===== config.mk =====
export PLATFORM = sky130hd
export DESIGN_NAME = ps2_host_tx
export DESIGN_NICKNAME = d
export VERILOG_FILES = /design/src/rtl/ps2_host_tx.sv
export SDC_FILE = /design/constraint.sdc
export NUM_CORES = 1
export LEC_CHECK = 0
export ABC_AREA = 1
export CAP_MARGIN = 30
export CORE_MARGIN = 1.5
export CORE_UTILIZATION = 60
export CTS_CLUSTER_SIZE = 14
export DETAILED_ROUTE_END_ITERATION = 6
export DONT_BUFFER_PORTS = 1
export PLACE_DENSITY = 0.76
export RECOVER_POWER = 100
export SYNTH_ARGS = -nofsm -noshare
export SYNTH_HDL_FRONTEND = slang
export SYNTH_SLANG_ARGS = --single-unit

===== constraint.sdc =====
create_clock -name clk -period 3.1 [get_ports clk]
set_input_delay 0.465 -clock clk [delete_from_list [all_inputs] [get_ports clk]]
set_output_delay 0.465 -clock clk [all_outputs]
set_load 0.05 [all_outputs]

===== src/rtl/ps2_host_tx.sv =====
// PS/2 host-to-device transmitter: sends one command byte to the device.
// The host inhibits the bus, requests to send, and then shifts the byte out
// on device-generated clock falls. It checks for the device ACK and recovers
// from timeouts. Line drive uses active-high pull-low enables.
`timescale 1ns / 1ps

module ps2_host_tx #(
    parameter int unsigned INHIBIT_CYCLES = 12000,
    parameter int unsigned TIMEOUT_CYCLES = 2000000,
    parameter int unsigned FILTER_CYCLES  = 4
) (
    input  logic       clk,
    input  logic       reset,
    input  logic [7:0] tx_data,
    input  logic       tx_valid,
    output logic       tx_ready,
    output logic       tx_done,
    output logic       tx_err,
    input  logic       ps2_clk_in,
    input  logic       ps2_data_in,
    output logic       ps2_clk_oe,
    output logic       ps2_data_oe
);

    localparam int unsigned INH_W  = (INHIBIT_CYCLES > 1) ? $clog2(INHIBIT_CYCLES) : 1;
    localparam int unsigned TO_W   = (TIMEOUT_CYCLES > 1) ? $clog2(TIMEOUT_CYCLES) : 1;
    localparam int unsigned FILT_W = (FILTER_CYCLES > 1) ? $clog2(FILTER_CYCLES) : 1;

    localparam logic [INH_W-1:0]  INH_LAST  = INH_W'(INHIBIT_CYCLES - 1);
    localparam logic [TO_W-1:0]   TO_LAST   = TO_W'(TIMEOUT_CYCLES - 1);
    localparam logic [FILT_W-1:0] FILT_LAST = FILT_W'(FILTER_CYCLES - 1);

    // First inhibit cycle index that also drives the start bit, and the index before it.
    localparam int unsigned SETUP_START = (INHIBIT_CYCLES > 10) ? INHIBIT_CYCLES - 10 : 0;
    localparam logic [INH_W-1:0] SETUP_PREV = INH_W'((SETUP_START > 0) ? SETUP_START - 1 : 0);

    typedef enum logic [2:0] {
        StIdle,
        StInhibit,
        StReq,
        StData,
        StParity,
        StStop,
        StWaitIdle
    } state_e;

    state_e              state_q;
    logic                clk_s1_q, clk_s2_q;
    logic                data_s1_q, data_s2_q;
    logic                filt_clk_q, filt_prev_q;
    logic [FILT_W-1:0]   filt_cnt_q;
    logic [INH_W-1:0]    inh_cnt_q;
    logic [TO_W-1:0]     to_cnt_q;
    logic [7:0]          shreg_q;
    logic                parity_q;
    logic [3:0]          bitcnt_q;
    logic                err_flag_q;
    logic                fall;
    logic                timeout_hit;

    assign fall        = filt_prev_q & ~filt_clk_q;
    assign timeout_hit = (to_cnt_q == TO_LAST) && !fall;

    // Two-flop synchronisers; idle line level is high.
    always_ff @(posedge clk or negedge reset) begin
        if (!reset) begin
            clk_s1_q  <= 1'b1;
            clk_s2_q  <= 1'b1;
            data_s1_q <= 1'b1;
            data_s2_q <= 1'b1;
        end else begin
            clk_s1_q  <= ps2_clk_in;
            clk_s2_q  <= clk_s1_q;
            data_s1_q <= ps2_data_in;
            data_s2_q <= data_s1_q;
        end
    end

    // Glitch filter: a new clock level is accepted after FILTER_CYCLES equal samples.
    always_ff @(posedge clk or negedge reset) begin
        if (!reset) begin
            filt_clk_q  <= 1'b1;
            filt_prev_q <= 1'b1;
            filt_cnt_q  <= '0;
        end else begin
            filt_prev_q <= filt_clk_q;
            if (clk_s2_q == filt_clk_q) begin
                filt_cnt_q <= '0;
            end else if (filt_cnt_q == FILT_LAST) begin
                filt_clk_q <= clk_s2_q;
                filt_cnt_q <= '0;
            end else begin
                filt_cnt_q <= filt_cnt_q + 1'b1;
            end
        end
    end

    // Transmit sequencer with registered line enables and status pulses.
    always_ff @(posedge clk or negedge reset) begin
        if (!reset) begin
            state_q     <= StIdle;
            tx_ready    <= 1'b1;
            tx_done     <= 1'b0;
            tx_err      <= 1'b0;
            ps2_clk_oe  <= 1'b0;
            ps2_data_oe <= 1'b0;
            inh_cnt_q   <= '0;
            to_cnt_q    <= '0;
            shreg_q     <= '0;
            parity_q    <= 1'b0;
            bitcnt_q    <= '0;
            err_flag_q  <= 1'b0;
        end else begin
            tx_done <= 1'b0;
            tx_err  <= 1'b0;
            unique case (state_q)
                StIdle: begin
                    if (tx_valid && tx_ready) begin
                        shreg_q     <= tx_data;
                        parity_q    <= ~^tx_data;
                        tx_ready    <= 1'b0;
                        ps2_clk_oe  <= 1'b1;
                        ps2_data_oe <= (SETUP_START == 0);
                        inh_cnt_q   <= '0;
                        err_flag_q  <= 1'b0;
                        state_q     <= StInhibit;
                    end
                end
                StInhibit: begin
                    // Device clock activity here is ignored: the host owns the bus.
                    if (inh_cnt_q == INH_LAST) begin
                        ps2_clk_oe  <= 1'b0;
                        ps2_data_oe <= 1'b1;
                        to_cnt_q    <= '0;
                        state_q     <= StReq;
                    end else begin
                        inh_cnt_q <= inh_cnt_q + 1'b1;
                        if (inh_cnt_q >= SETUP_PREV) begin
                            ps2_data_oe <= 1'b1;
                        end
                    end
                end
                StReq, StData, StParity, StStop, StWaitIdle: begin
                    if (timeout_hit) begin
                        ps2_clk_oe  <= 1'b0;
                        ps2_data_oe <= 1'b0;
                        // A missing ACK has already been reported for this byte.
                        tx_err      <= !err_flag_q;
                        tx_ready    <= 1'b1;
                        state_q     <= StIdle;
                    end else begin
                        to_cnt_q <= fall ? '0 : to_cnt_q + 1'b1;
                        case (state_q)
                            StReq: begin
                                if (fall) begin
                                    ps2_data_oe <= ~shreg_q[0];
                                    bitcnt_q    <= 4'd1;
                                    state_q     <= StData;
                                end
                            end
                            StData: begin
                                if (fall) begin
                                    if (bitcnt_q == 4'd8) begin
                                        ps2_data_oe <= ~parity_q;
                                        state_q     <= StParity;
                                    end else begin
                                        ps2_data_oe <= ~shreg_q[bitcnt_q[2:0]];
                                        bitcnt_q    <= bitcnt_q + 1'b1;
                                    end
                                end
                            end
                            StParity: begin
                                if (fall) begin
                                    ps2_data_oe <= 1'b0;
                                    state_q     <= StStop;
                                end
                            end
                            StStop: begin
                                if (fall) begin
                                    if (data_s2_q) begin
                                        tx_err     <= 1'b1;
                                        err_flag_q <= 1'b1;
                                    end
                                    state_q <= StWaitIdle;
                                end
                            end
                            StWaitIdle: begin
                                if (filt_clk_q && data_s2_q) begin
                                    tx_done  <= !err_flag_q;
                                    tx_ready <= 1'b1;
                                    state_q  <= StIdle;
                                end
                            end
                            default: ;
                        endcase
                    end
                end
                default: begin
                    state_q <= StIdle;
                end
            endcase
        end
    end

endmodule


==> summary.md <==
| Metric | Value |
|---|---|
| Worst skew pair latency | 350 ps |
| CTS Buf Count | 9 |
| Placed cell area | 4040 um2 |
| Pin count of the biggest net entering global routing | 66 |
| Worst r2r src | tx_ready$_DFFE_PN1P_ |
| Worst-case reg-to-reg path depth | 10 |
| Hold Slack | 102 ps |
| Starting DRT DRC Count | 241 |
| Failing checks | capacitance limit, slew limit |
| Ys async rst share | between 90% and 100% |
| Period utilization | 86.8% |
| Num rows | 29 |
| First-pass GRT wire length | 15.6 mm |
| Die area | approximately 7200 um2 |
| CTS tree | yes |
| CTS Sinks | 65 |
| DRC errors left | 0 |
| WS Path Type | reg2reg |
| Setup TNS Final | 0 ps |
| Via count | 3640 |
| Status | complete, but fails checks |
| Hold path depth | 0 |
| Number of nets with antenna violations after routing | 0 |
| Die W | around 85 um |
| Final instance area | 4200 um2 |
| Slew headroom | -7.45% |
| Layout cells sized above 1 | 7.60% |
| Clk buf depth | 2 |
| Setup crit start | tx_ready$_DFFE_PN1P_ |
| Worst hold start | ps2_data_in |
| Mapped Area | ~4000 um2 |
| Die Height | 84.8 um |
| Main flop type after synthesis | dfrtp_1 |
| Mapped Nets | 579 |
| Hpwl dp | 6.59 mm |
| Congestion Overflow GR | 0 |
| Req. time, crit path | 3380 ps |
| Leak | ~2.0 nW |
| Worst reg2reg setup slack | 410 ps |
| Area Growth Syn to Fin | 4.64% |
| Min-delay worst type | in2reg |
| Clock transition at the registers of the reported paths | 80 ps |
| Power per Cell Area | ~780 nW/um2 |
| Max Transition Viols Final | 66 |
| Syn. warnings | 0 |
| H-tree depth | 3 |
| Post-synth EDFFs | 0 |
| Port Buf Inserts | 0 |
| Data arrival, critical path | 2970 ps |
| Via density | about 5.7 |
| Mean Syn Cell Area | 7.19 um2 |
| Setup crit end kind | register |
| Hold_buf cts | 2 |
| Worst-path maximum fanout | 19 |
| Routed wire per std cell | 14.2 um |
| Setup ws final | 411 ps |
| Max Fclk | 372 MHz |
| Commonest non-fill, non-tap cell in the layout | nand2_1 |
| Fraction of the yosys area taken by sequential cells | 40.7% |
| Postcts setup bufs | 0 |
| CORE AREA | 6420 um2 |
| Pre-CTS setup slack | 634 ps |
| FF+latch count, synth | between 60 and 70 |
| Clock root buffer | clkbuf_8 |
| RSZ-0062 raised after global routing | no |
| Total GRT Usage | 27.3% |
| Final clock skew | 11.3 ps |
| Worst VDD drop | 0.472 mV |
| Commonest cells after routing, fill and taps aside | nand2_1 (173), nor2_1 (61), dfrtp_1 (58) |
| GPL Wtd Cong | 0.932 |
| Max Cap Viol | 1 |
| Post-Route WL | 9.12 mm |
| # IOs | 18 |
| Initial antenna violation count | 0 |
| # resized after CTS | 0 |
| Synth cell types | 40 |
| Startpoint Class | register |
| Final nets | 581 |
| Vias in the first global route | roughly 3500 |
| Initial core utilization | 62.6% |
| Setup violations, final | 0 |
| Slew at the pin closest to its max-slew limit | 1610 ps |
| Overall power | 3.29 mW |
| Final Hold Fails | 0 |
| Pre-Repair DR Iteration Count | 5 |
| Tmin final | 2690 ps |
| N_diodes | 0 |
| Syn Inst Count | between 500 and 600 |
[metrics by stage]
stage	util, %	instances
2_1_floorplan	-	559
4_1_cts	66.3	643
5_1_grt	65.5	643
6_report	65.5	643
3_3_place_gp	62.9	625
3_5_place_dp	62.9	625
[cell usage after synthesis, types with 5 or more instances]
| library cell | count | area [um2] |
|---|---|---|
| nor2_1 | 58 | 218 |
| inv_1 | 55 | 206 |
| nor2_4 | 5 | 56.3 |
| inv_2 | 9 | 33.8 |
| nand4_1 | 22 | 138 |
| dfstp_2 | 7 | 184 |
| nor3_1 | 13 | 65.1 |
| xor2_1 | 9 | 78.8 |
| o21ai_0 | 18 | 90.1 |
| ha_1 | 7 | 87.6 |
| xnor2_1 | 9 | 78.8 |
| a21oi_1 | 11 | 55.1 |
| nand3_1 | 45 | 225 |
| nand2_1 | 172 | 646 |
| dfrtp_1 | 58 | 1450 |
| o21ai_1 | 19 | 95.1 |
[metal layers]
metal	vias up	wire (um)	GRT usage [%]	share of wire [%]
li1	1806	-	-	-
met1	1714	3960	34.0	43
met2	104	4500	46.7	49
met3	16	474	4.57	5.2
met4	0	184	12.5	2.0
met5	-	0	0	0
[power by group]
| part | switching (mW) | internal [mW] | leakage [nW] |
|---|---|---|---|
| registers | 0.289 | 1.08 | 0.852 |
| logic | 0.901 | 0.372 | 1.04 |
| clock network | 0.361 | 0.295 | 0.0822 |
| total | 1.55 | 1.74 | 1.97 |
[sequential cells by signal, indices dropped and copies added, names as in the netlist, 2 cells and up]
signal	cells
to_cnt_q	21
shreg_q	8
filt_cnt_q	2
inh_cnt_q	14
bitcnt_q	4
state_q	3
[cell families after synthesis]
kind of cell | synth area share (%)
AND/OR/NAND/NOR | 37.1
adder cells (fa/ha/maj) | 2.18
flip-flops | 40.7
AO/OA/AOI/OAI | 7.97
buffers and inverters | 8.10
XOR/XNOR | 3.92
[path summary, 6_finish.rpt]
check / end
setup reg to reg: inh_cnt_q[12]$_DFFE_PN0P_
hold reg to reg: clk_s2_q$_DFF_PN1_
setup / recovery: inh_cnt_q[12]$_DFFE_PN0P_
max in group asynchronous: shreg_q[6]$_DFFE_PN0P_
min in group asynchronous: to_cnt_q[12]$_DFFE_PN0P_
hold / removal: data_s1_q$_DFF_PN1_
[critical path, cell delays in order (launching register included)]
cell and delay, ps:
dfstp_1 860, nand2_1 170, nor2_2 480, inv_2 270
nand2_2 290, inv_2 150, nor2_4 120, nand2_1 70
nand2_1 60, nand2_1 50, nor2_1 100
[area by class of cell]
class / instances / area [um2]
Clock inverter: 7 / 53.8
Timing Repair Buffer: 3 / 22.5
Tap cell: 77 / 96.3
Inverter: 65 / 244
Fill cell: 584 / 2220
Clock buffer: 9 / 124
Sequential cell: 65 / 1640
Multi-Input combinational cell: 417 / 2030
No activity file was read; power rests on OpenSTA's default activity.
